$ cat src/rtl/dmem_access_unit.sv
// Data-memory access unit: turns MEM-stage loads/stores into single-beat bus transactions
// and stalls the pipeline until they complete. Optional misaligned-access trap: MISALIGN_TRAP_EN.
module dmem_access_unit (
    input  logic        clk,
    input  logic        rst_n,
    input  logic        MemRead_ex_mem_o,
    input  logic        MemWrite_ex_mem_o,
    input  logic [2:0]  funct3_ex_mem_o,
    input  logic [31:0] ALU_result_ex_mem_o,
    input  logic [31:0] Rs2_data_ex_mem_o,
    output logic        mem_stall,
    output logic [31:0] load_data,
    output logic        load_valid,
    output logic        bus_req,
    output logic        bus_we,
    output logic [31:0] bus_addr,
    output logic [31:0] bus_wdata,
    output logic [3:0]  bus_wstrb,
    input  logic        bus_ack,
    input  logic [31:0] bus_rdata,
    output logic        misalign_exc
);

    typedef enum logic [1:0] {IDLE, WAIT, DONE} state_t;
    typedef enum logic [1:0] {SZ_B, SZ_H, SZ_W} size_t;

    // funct3[1:0] carries the size; every encoding other than B/H/BU/HU behaves as a word.
    function automatic size_t decode_size(input logic [2:0] f3);
        case (f3[1:0])
            2'b00:   return SZ_B;
            2'b01:   return SZ_H;
            default: return SZ_W;
        endcase
    endfunction

    state_t      state, next_state;
    size_t       req_size, size_q;
    logic        unsigned_q;
    logic [1:0]  lane_q;
    logic        access_req;
    logic        trap;
    logic        capture;
    logic [31:0] req_wdata;
    logic [3:0]  req_wstrb;
    logic [31:0] ext_data;
    logic [31:0] rdata_shifted;

    assign access_req = MemRead_ex_mem_o | MemWrite_ex_mem_o;
    assign req_size   = decode_size(funct3_ex_mem_o);

`ifdef MISALIGN_TRAP_EN
    assign trap = access_req &&
                  (((req_size == SZ_H) && ALU_result_ex_mem_o[0]) ||
                   ((req_size == SZ_W) && (ALU_result_ex_mem_o[1:0] != 2'b00)));
`else
    assign trap = 1'b0;
`endif

    // NOTE: every output of this block gets a default first so no path leaves a latch behind.
    always_comb begin
        next_state = state;
        mem_stall  = 1'b0;
        bus_req    = 1'b0;
        capture    = 1'b0;
        case (state)
            IDLE: begin
                if (access_req && !trap) begin
                    mem_stall  = 1'b1;
                    capture    = 1'b1;
                    next_state = WAIT;
                end
            end
            WAIT: begin
                bus_req   = 1'b1;
                mem_stall = 1'b1;
                if (bus_ack) next_state = DONE;
            end
            DONE:    next_state = IDLE;
            default: next_state = IDLE;
        endcase
    end

    // Store data is replicated across lanes so the strobes alone pick the bytes written.
    always_comb begin
        req_wdata = Rs2_data_ex_mem_o;
        req_wstrb = 4'b1111;
        case (req_size)
            SZ_B: begin
                req_wdata = {4{Rs2_data_ex_mem_o[7:0]}};
                req_wstrb = 4'b0001 << ALU_result_ex_mem_o[1:0];
            end
            SZ_H: begin
                req_wdata = {2{Rs2_data_ex_mem_o[15:0]}};
                req_wstrb = ALU_result_ex_mem_o[1] ? 4'b1100 : 4'b0011;
            end
            default: begin
                req_wdata = Rs2_data_ex_mem_o;
                req_wstrb = 4'b1111;
            end
        endcase
    end

    assign rdata_shifted = bus_rdata >> {lane_q, 3'b000};

    always_comb begin
        ext_data = bus_rdata;
        case (size_q)
            SZ_B: ext_data = unsigned_q ? {24'h0, rdata_shifted[7:0]}
                                        : {{24{rdata_shifted[7]}}, rdata_shifted[7:0]};
            SZ_H: begin
                if (lane_q[1])
                    ext_data = unsigned_q ? {16'h0, bus_rdata[31:16]}
                                          : {{16{bus_rdata[31]}}, bus_rdata[31:16]};
                else
                    ext_data = unsigned_q ? {16'h0, bus_rdata[15:0]}
                                          : {{16{bus_rdata[15]}}, bus_rdata[15:0]};
            end
            default: ext_data = bus_rdata;
        endcase
    end

    // NOTE: sequential state uses non-blocking assignments so every register samples pre-edge values.
    always_ff @(posedge clk or negedge rst_n) begin
        if (!rst_n) state <= IDLE;
        else        state <= next_state;
    end

    // Request attributes are latched on entry to WAIT and held stable until the ack.
    always_ff @(posedge clk or negedge rst_n) begin
        if (!rst_n) begin
            bus_addr   <= 32'h0;
            bus_we     <= 1'b0;
            bus_wdata  <= 32'h0;
            bus_wstrb  <= 4'b0000;
            size_q     <= SZ_W;
            unsigned_q <= 1'b0;
            lane_q     <= 2'b00;
        end else if (capture) begin
            bus_addr   <= {ALU_result_ex_mem_o[31:2], 2'b00};
            bus_we     <= MemWrite_ex_mem_o;
            bus_wdata  <= MemWrite_ex_mem_o ? req_wdata : 32'h0;
            bus_wstrb  <= MemWrite_ex_mem_o ? req_wstrb : 4'b0000;
            size_q     <= req_size;
            unsigned_q <= funct3_ex_mem_o[2];
            lane_q     <= ALU_result_ex_mem_o[1:0];
        end
    end

    // bus_rdata is only looked at in the ack cycle of a load; load_valid therefore lands in DONE.
    always_ff @(posedge clk or negedge rst_n) begin
        if (!rst_n) begin
            load_data  <= 32'h0;
            load_valid <= 1'b0;
        end else begin
            load_valid <= (state == WAIT) && bus_ack && !bus_we;
            if ((state == WAIT) && bus_ack && !bus_we)
                load_data <= ext_data;
        end
    end

`ifdef MISALIGN_TRAP_EN
    always_ff @(posedge clk or negedge rst_n) begin
        if (!rst_n) misalign_exc <= 1'b0;
        else        misalign_exc <= (state == IDLE) && trap;
    end
`else
    assign misalign_exc = 1'b0;
`endif

endmodule

$ cat config.mk
export PLATFORM = sky130hd
export DESIGN_NAME = dmem_access_unit
export DESIGN_NICKNAME = d
export VERILOG_FILES = /design/src/rtl/dmem_access_unit.sv
export SDC_FILE = /design/constraint.sdc
export NUM_CORES = 1
export LEC_CHECK = 0
export ABC_AREA = 1
export CAP_MARGIN = 10
export CORE_ASPECT_RATIO = 0.5
export CORE_MARGIN = 3
export CORE_UTILIZATION = 40
export CTS_BUF_LIST = sky130_fd_sc_hd__clkbuf_2
export DETAILED_ROUTE_END_ITERATION = 8
export DONT_BUFFER_PORTS = 1
export PLACE_DENSITY_LB_ADDON = 0.25
export SETUP_SLACK_MARGIN = 0.3
export SLEW_MARGIN = 25
export SYNTH_ARGS = -nofsm -noshare
export SYNTH_HDL_FRONTEND = slang
export SYNTH_SLANG_ARGS = --single-unit
$ cat constraint.sdc
create_clock -name clk -period 5.3 [get_ports clk]
set_clock_uncertainty 0.15 [all_clocks]
set_input_delay 1.59 -clock clk [delete_from_list [all_inputs] [get_ports clk]]
set_output_delay 1.59 -clock clk [all_outputs]
set_load 0.02 [all_outputs]
## Word level (Yosys, flattened, before mapping)

Cells that the tools add are included.

| operators by class | value |
|---|---|
| magnitude comparators | 0 |
| divide/modulo/power cells | 0 |
| eq/ne operators | 6 |
| multiplexer cells | 18 |
| multiply operators | 0 |
| shifts and indexed selects | 2 |
| bitwise logic cells | 1 |
| add/subtract/negate cells | 0 |
| reduce and logical (&&, ||, !) cells | 8 |

Operator list:

| cell | number |
|---|---|
| 32-bit 2-to-1 mux | 5 |
| 32-bit one-hot mux with 2 select lines | 2 |
| 32-bit by 5-bit right shift with 8-bit output | 1 |
| 2-bit by 1-bit == test with 1-bit output, second input constant | 4 |
| 2-bit logical NOT | 4 |
| 4-bit 2-to-1 mux | 2 |
| 2-bit one-hot mux with 2 select lines | 2 |
| 4-bit one-hot mux with 2 select lines | 1 |
| 2-bit 2-to-1 mux | 2 |
| 2-bit != test, second input constant | 2 |
| 1-bit by 2-bit << shifter with 4-bit output, first input constant | 1 |
| 1-bit 2-to-1 mux | 3 |
| 1-bit logical AND | 2 |
| 1-bit one-hot mux with 2 select lines | 1 |
| 2-bit AND reduction | 1 |
| 1-bit logical NOT | 1 |
| 1-bit bitwise OR | 1 |

| storage, ports and cells | value |
|---|---|
| word-level logic and storage cells | 45 |
| RAM bits | 0 |
| latch bits | 0 |
| memories kept | 0 |
| register bits after elaboration | 107 |
| bits in read-only memories | 0 |

## Logic depth before layout (Yosys ltp)

| logic depth | value |
|---|---|
| word-level depth | 5 |
| depth in mapped cells | 10 |
| depth with buffers taken out | 9 |

## Worst setup path after synthesis

No wires, ideal clock.

| timing path | value |
|---|---|
| kind | input -> output |
| start point | input port MemRead_ex_mem_o |
| end point | output port mem_stall |
| data required time | 3.560 ns |
| stages | 4 |
| path slack | 1.199 ns |
| data arrival time | 2.361 ns |
| path through | o21ai_1 buf_2 buf_2 nand2_1 |

| on the way | value |
|---|---|
| longest elaborated chain between the ends | 3 |

RTL lines:

| item | RTL line | text |
|---|---|---|
| from (decl) | 6 | `input logic MemRead_ex_mem_o,` |
| 1-bit bitwise OR | 48 | `assign access_req = MemRead_ex_mem_o \| MemWrite_ex_mem_o;` |
| 1-bit 2-to-1 mux | 67 | `if (access_req && !trap) begin` |
| 1-bit one-hot mux with 2 select lines | 65 | `case (state)` |
| to (decl) | 11 | `output logic mem_stall,` |

Every way passes these cells.

## Final worst setup path

Same ends and word-level chain as after synthesis.

==> results by group <==
Placed design
  • DP Wirelength: 8.97 mm
  • Inst Count DP: 750
  • Port Buffer Count: 0
  • DP Area: 0.00500 mm2
  • DP Worst Slack: 1540 ps
  • GPL Wtd Cong: 0.789

STA
  • Slew Viols, Final: 0
  • Highest achievable clock rate: 0.275 GHz
  • Final Hold Fails: 0
  • Worst-Margin Slew: 884 ps
  • RSZ-0062 raised after global routing: false
  • Setup TNS: 0 ps
  • Post-layout min period: 3630 ps
  • Final period util: 68.6%
  • Final Setup Violations: 0
  • Final WS setup: 1670 ps
  • Max-slew headroom: 41.0%

Clock tree
  • Worst skew pair latency: 580 ps
  • CTS clock-pin slew for the worst setup and hold paths: 270 ps
  • Setup bufs post-CTS: 0
  • # resized after CTS: 0
  • Hold Buf Count CTS: 0
  • Root Buffer: clkbuf_2
  • CTS tree: done
  • Depth of the CTS H-tree: 3
  • Num CTS Buffers: 9
  • CTS sink cnt: 107
  • Clock Path Buffers: 2

Global routing
  • Total gr overflow: 0
  • First-pass GRT wire length: 20.8 mm
  • Antenna violations before repair: 0
  • Vias in the first global route: 3,745
  • GRT Total Usage: 19.0%
  • Largest net degree at the start of global routing: 108

Floorplanning
  • Initial core utilization: 41.4%
  • Die Y: 84.6 um
  • Die X: 163 um
  • Die area: 0.0138 mm2
  • Core area: 0.0119 mm2
  • Site Rows: 28
  • Top Ports: 209

Power
  • Comb power frac: 29.3%
  • P_sw: 1.76 mW
  • Sequential share of power: 59.0%
  • Internal Pwr Total: 1.67 mW
  • Peak VDD IR: 0.226 mV
  • Static leakage: 2.57 nW
  • Switching share of power: 51.3%
  • PwrDens: 670 mW/mm2
  • Clock power frac: 11.7%

Job
  • MaxCap Viol Count: 0

Critical path
  • Worst Path Max Fanout: 2
  • Critical Path Max Stage Delay: 170 ps
  • Crit path buf inv count: 0
  • CP startpoint kind: input pin
  • Setup crit end kind: primary output
  • Setup CP Type: input pin to primary output
  • CP arrival: 1890 ps
  • Max stage delay cell, worst path: nand2_1
  • Ordered cell list for the critical path: o21ai_4, nand2_1
  • Largest delay share family, worst path: simple AND/OR/NAND/NOR gates
  • Required @ worst endpoint: 3560 ps

Synth
  • Cells after Synth: 616
  • Synth cell types: 28
  • Ys Warns: 0
  • Synth top area share: 53.6%
  • Synth area leader: dfrtp_1
  • Synthesized flop and latch total: 107
  • Register area share after synthesis: 54.1%
  • Top post-synthesis cells by area: dfrtp_1 54%, nand2_1 18%, o21ai_0 6.4%
  • Mean Syn Cell Area: 8.03 um2
  • Mapped Area: 0.00495 mm2

Routing
  • Vias: 3,794
  • ANT nets after route: 0
  • Final WL: 12.9 mm
  • Vias per cell: 4.95
  • # DRC: 0
  • DR pass1 iterations: 6
  • Initial DRC Count: 252
  • Avg WL per Cell: 16.9 um

Cells and area
  • Final Non-Filler Cells: 766
  • Fraction of layout cells with a size suffix above 1: 8.49%
  • Final Net Count: 700
  • N_diodes: 0
  • Fin area: 0.00512 mm2
  • Area Overhead vs Synth: 3.46%
  • Core Util, Final: 42.8%

Status
  • Status: complete, no violations

Worst hold path
  • Min-Delay Path Class: flop to flop
-- layout make-up --
| class | count | area [um2] |
|---|---|---|
| tap | 165 | 206 |
| multi-input combinational | 440 | 1950 |
| clock inverter | 6 | 71.3 |
| sequential | 107 | 2680 |
| timing repair buffer | 2 | 15.0 |
| clock buffer | 10 | 50.0 |
| inverter | 36 | 143 |
| fill | 1248 | 6830 |
-- kinds of logic (layout without fill, tap and decap cells) --
kind of cell | after synthesis | in the layout | synth area share (%)
AOI/OAI and AO/OA | 127 | 127 | 13.6
buffers and inverters | 71 | 54 | 6.73
DFF | 107 | 107 | 54.1
other | 1 | 3 | 0.0758
and+or+nand+nor | 310 | 310 | 25.4
-- stage by stage --
| step | hold WS (ps) | power (mW) |
|---|---|---|
| final | 436 | 3.43 |
| after floorplan | 345 | 2.81 |
| after global placement | 375 | 3.04 |
| after detailed placement | 379 | 3.07 |
| after CTS | 407 | 3.47 |
| after global routing | 370 | 3.72 |
-- final timing paths --
path,from,endpoint,slack (ps),cells past startpoint
setup / recovery,MemRead_ex_mem_o,mem_stall,1670,2
min in group asynchronous,rst_n,load_data[6],490,0
hold / removal,size_q[0],size_q[0],440,2
setup reg to reg,state[1],bus_wdata[26],3030,5
hold reg to reg,size_q[0],size_q[0],440,2
max in group asynchronous,rst_n,size_q[1],4220,0
-- cell usage in the layout (no fill, tap or decap), types with 2 or more instances in the layout --
cell        netlist  final
nand2_1         236    236
dfrtp_1         106    106
o21ai_0          63     63
a21oi_1          51     51
nor2_1           50     50
inv_1            31     30
a21oi_2          10     10
clkbuf_2          0     10
nand4_1           7      7
or2_2             7      7
inv_2             2      3
nand2_2           3      3
conb_1            1      3
inv_6             0      3
nor2_2            2      2
o21ai_1           3      2
clkinvlp_4        0      2
buf_4             6      2
-- power groups by stage --
stage	Clock, mW	Combinational (mW)	Sequential, mW
after floorplan	0	0.934	1.87
after global placement	0	0.985	2.05
after detailed placement	0	1.02	2.05
after CTS	0.420	1.02	2.04
after global routing	0.452	1.19	2.08
final	0.402	1.00	2.02
-- cell usage after synthesis --
master / number
inv_1: 31
a21oi_1: 51
nand2_2: 3
buf_6: 3
conb_1: 1
a21oi_2: 10
o21ai_1: 3
nand3_1: 1
clkinv_1: 1
nand2_1: 236
buf_4: 6
inv_2: 2
clkbuf_1: 14
nor2_8: 1
nand4_1: 7
nand2_4: 1
dfstp_2: 1
nor2_1: 50
buf_2: 11
nor2_2: 2
or2_2: 7
dfrtp_1: 106
nand3_2: 1
nand2_8: 1
buf_1: 1
inv_4: 1
clkinv_4: 1
o21ai_0: 63
-- sequential cells by signal, indices dropped and copies added (netlist names) --
register    flops
size_q          2
bus_addr       30
bus_wdata      32
load_data      32
load_valid      1
unsigned_q      1
lane_q          2
bus_wstrb       4
bus_we          1
state           2
-- metal layers --
layer	GRT usage (%)	vias to the layer above	part of all wire [%]	wire length, um
li1	-	1891	-	-
met1	25.0	1791	43	5540
met2	30.2	101	48	6190
met3	7.69	11	8.6	1110
met4	3.61	0	0.71	92
met5	0	-	0	0
No activity file was read; power rests on OpenSTA's default activity.
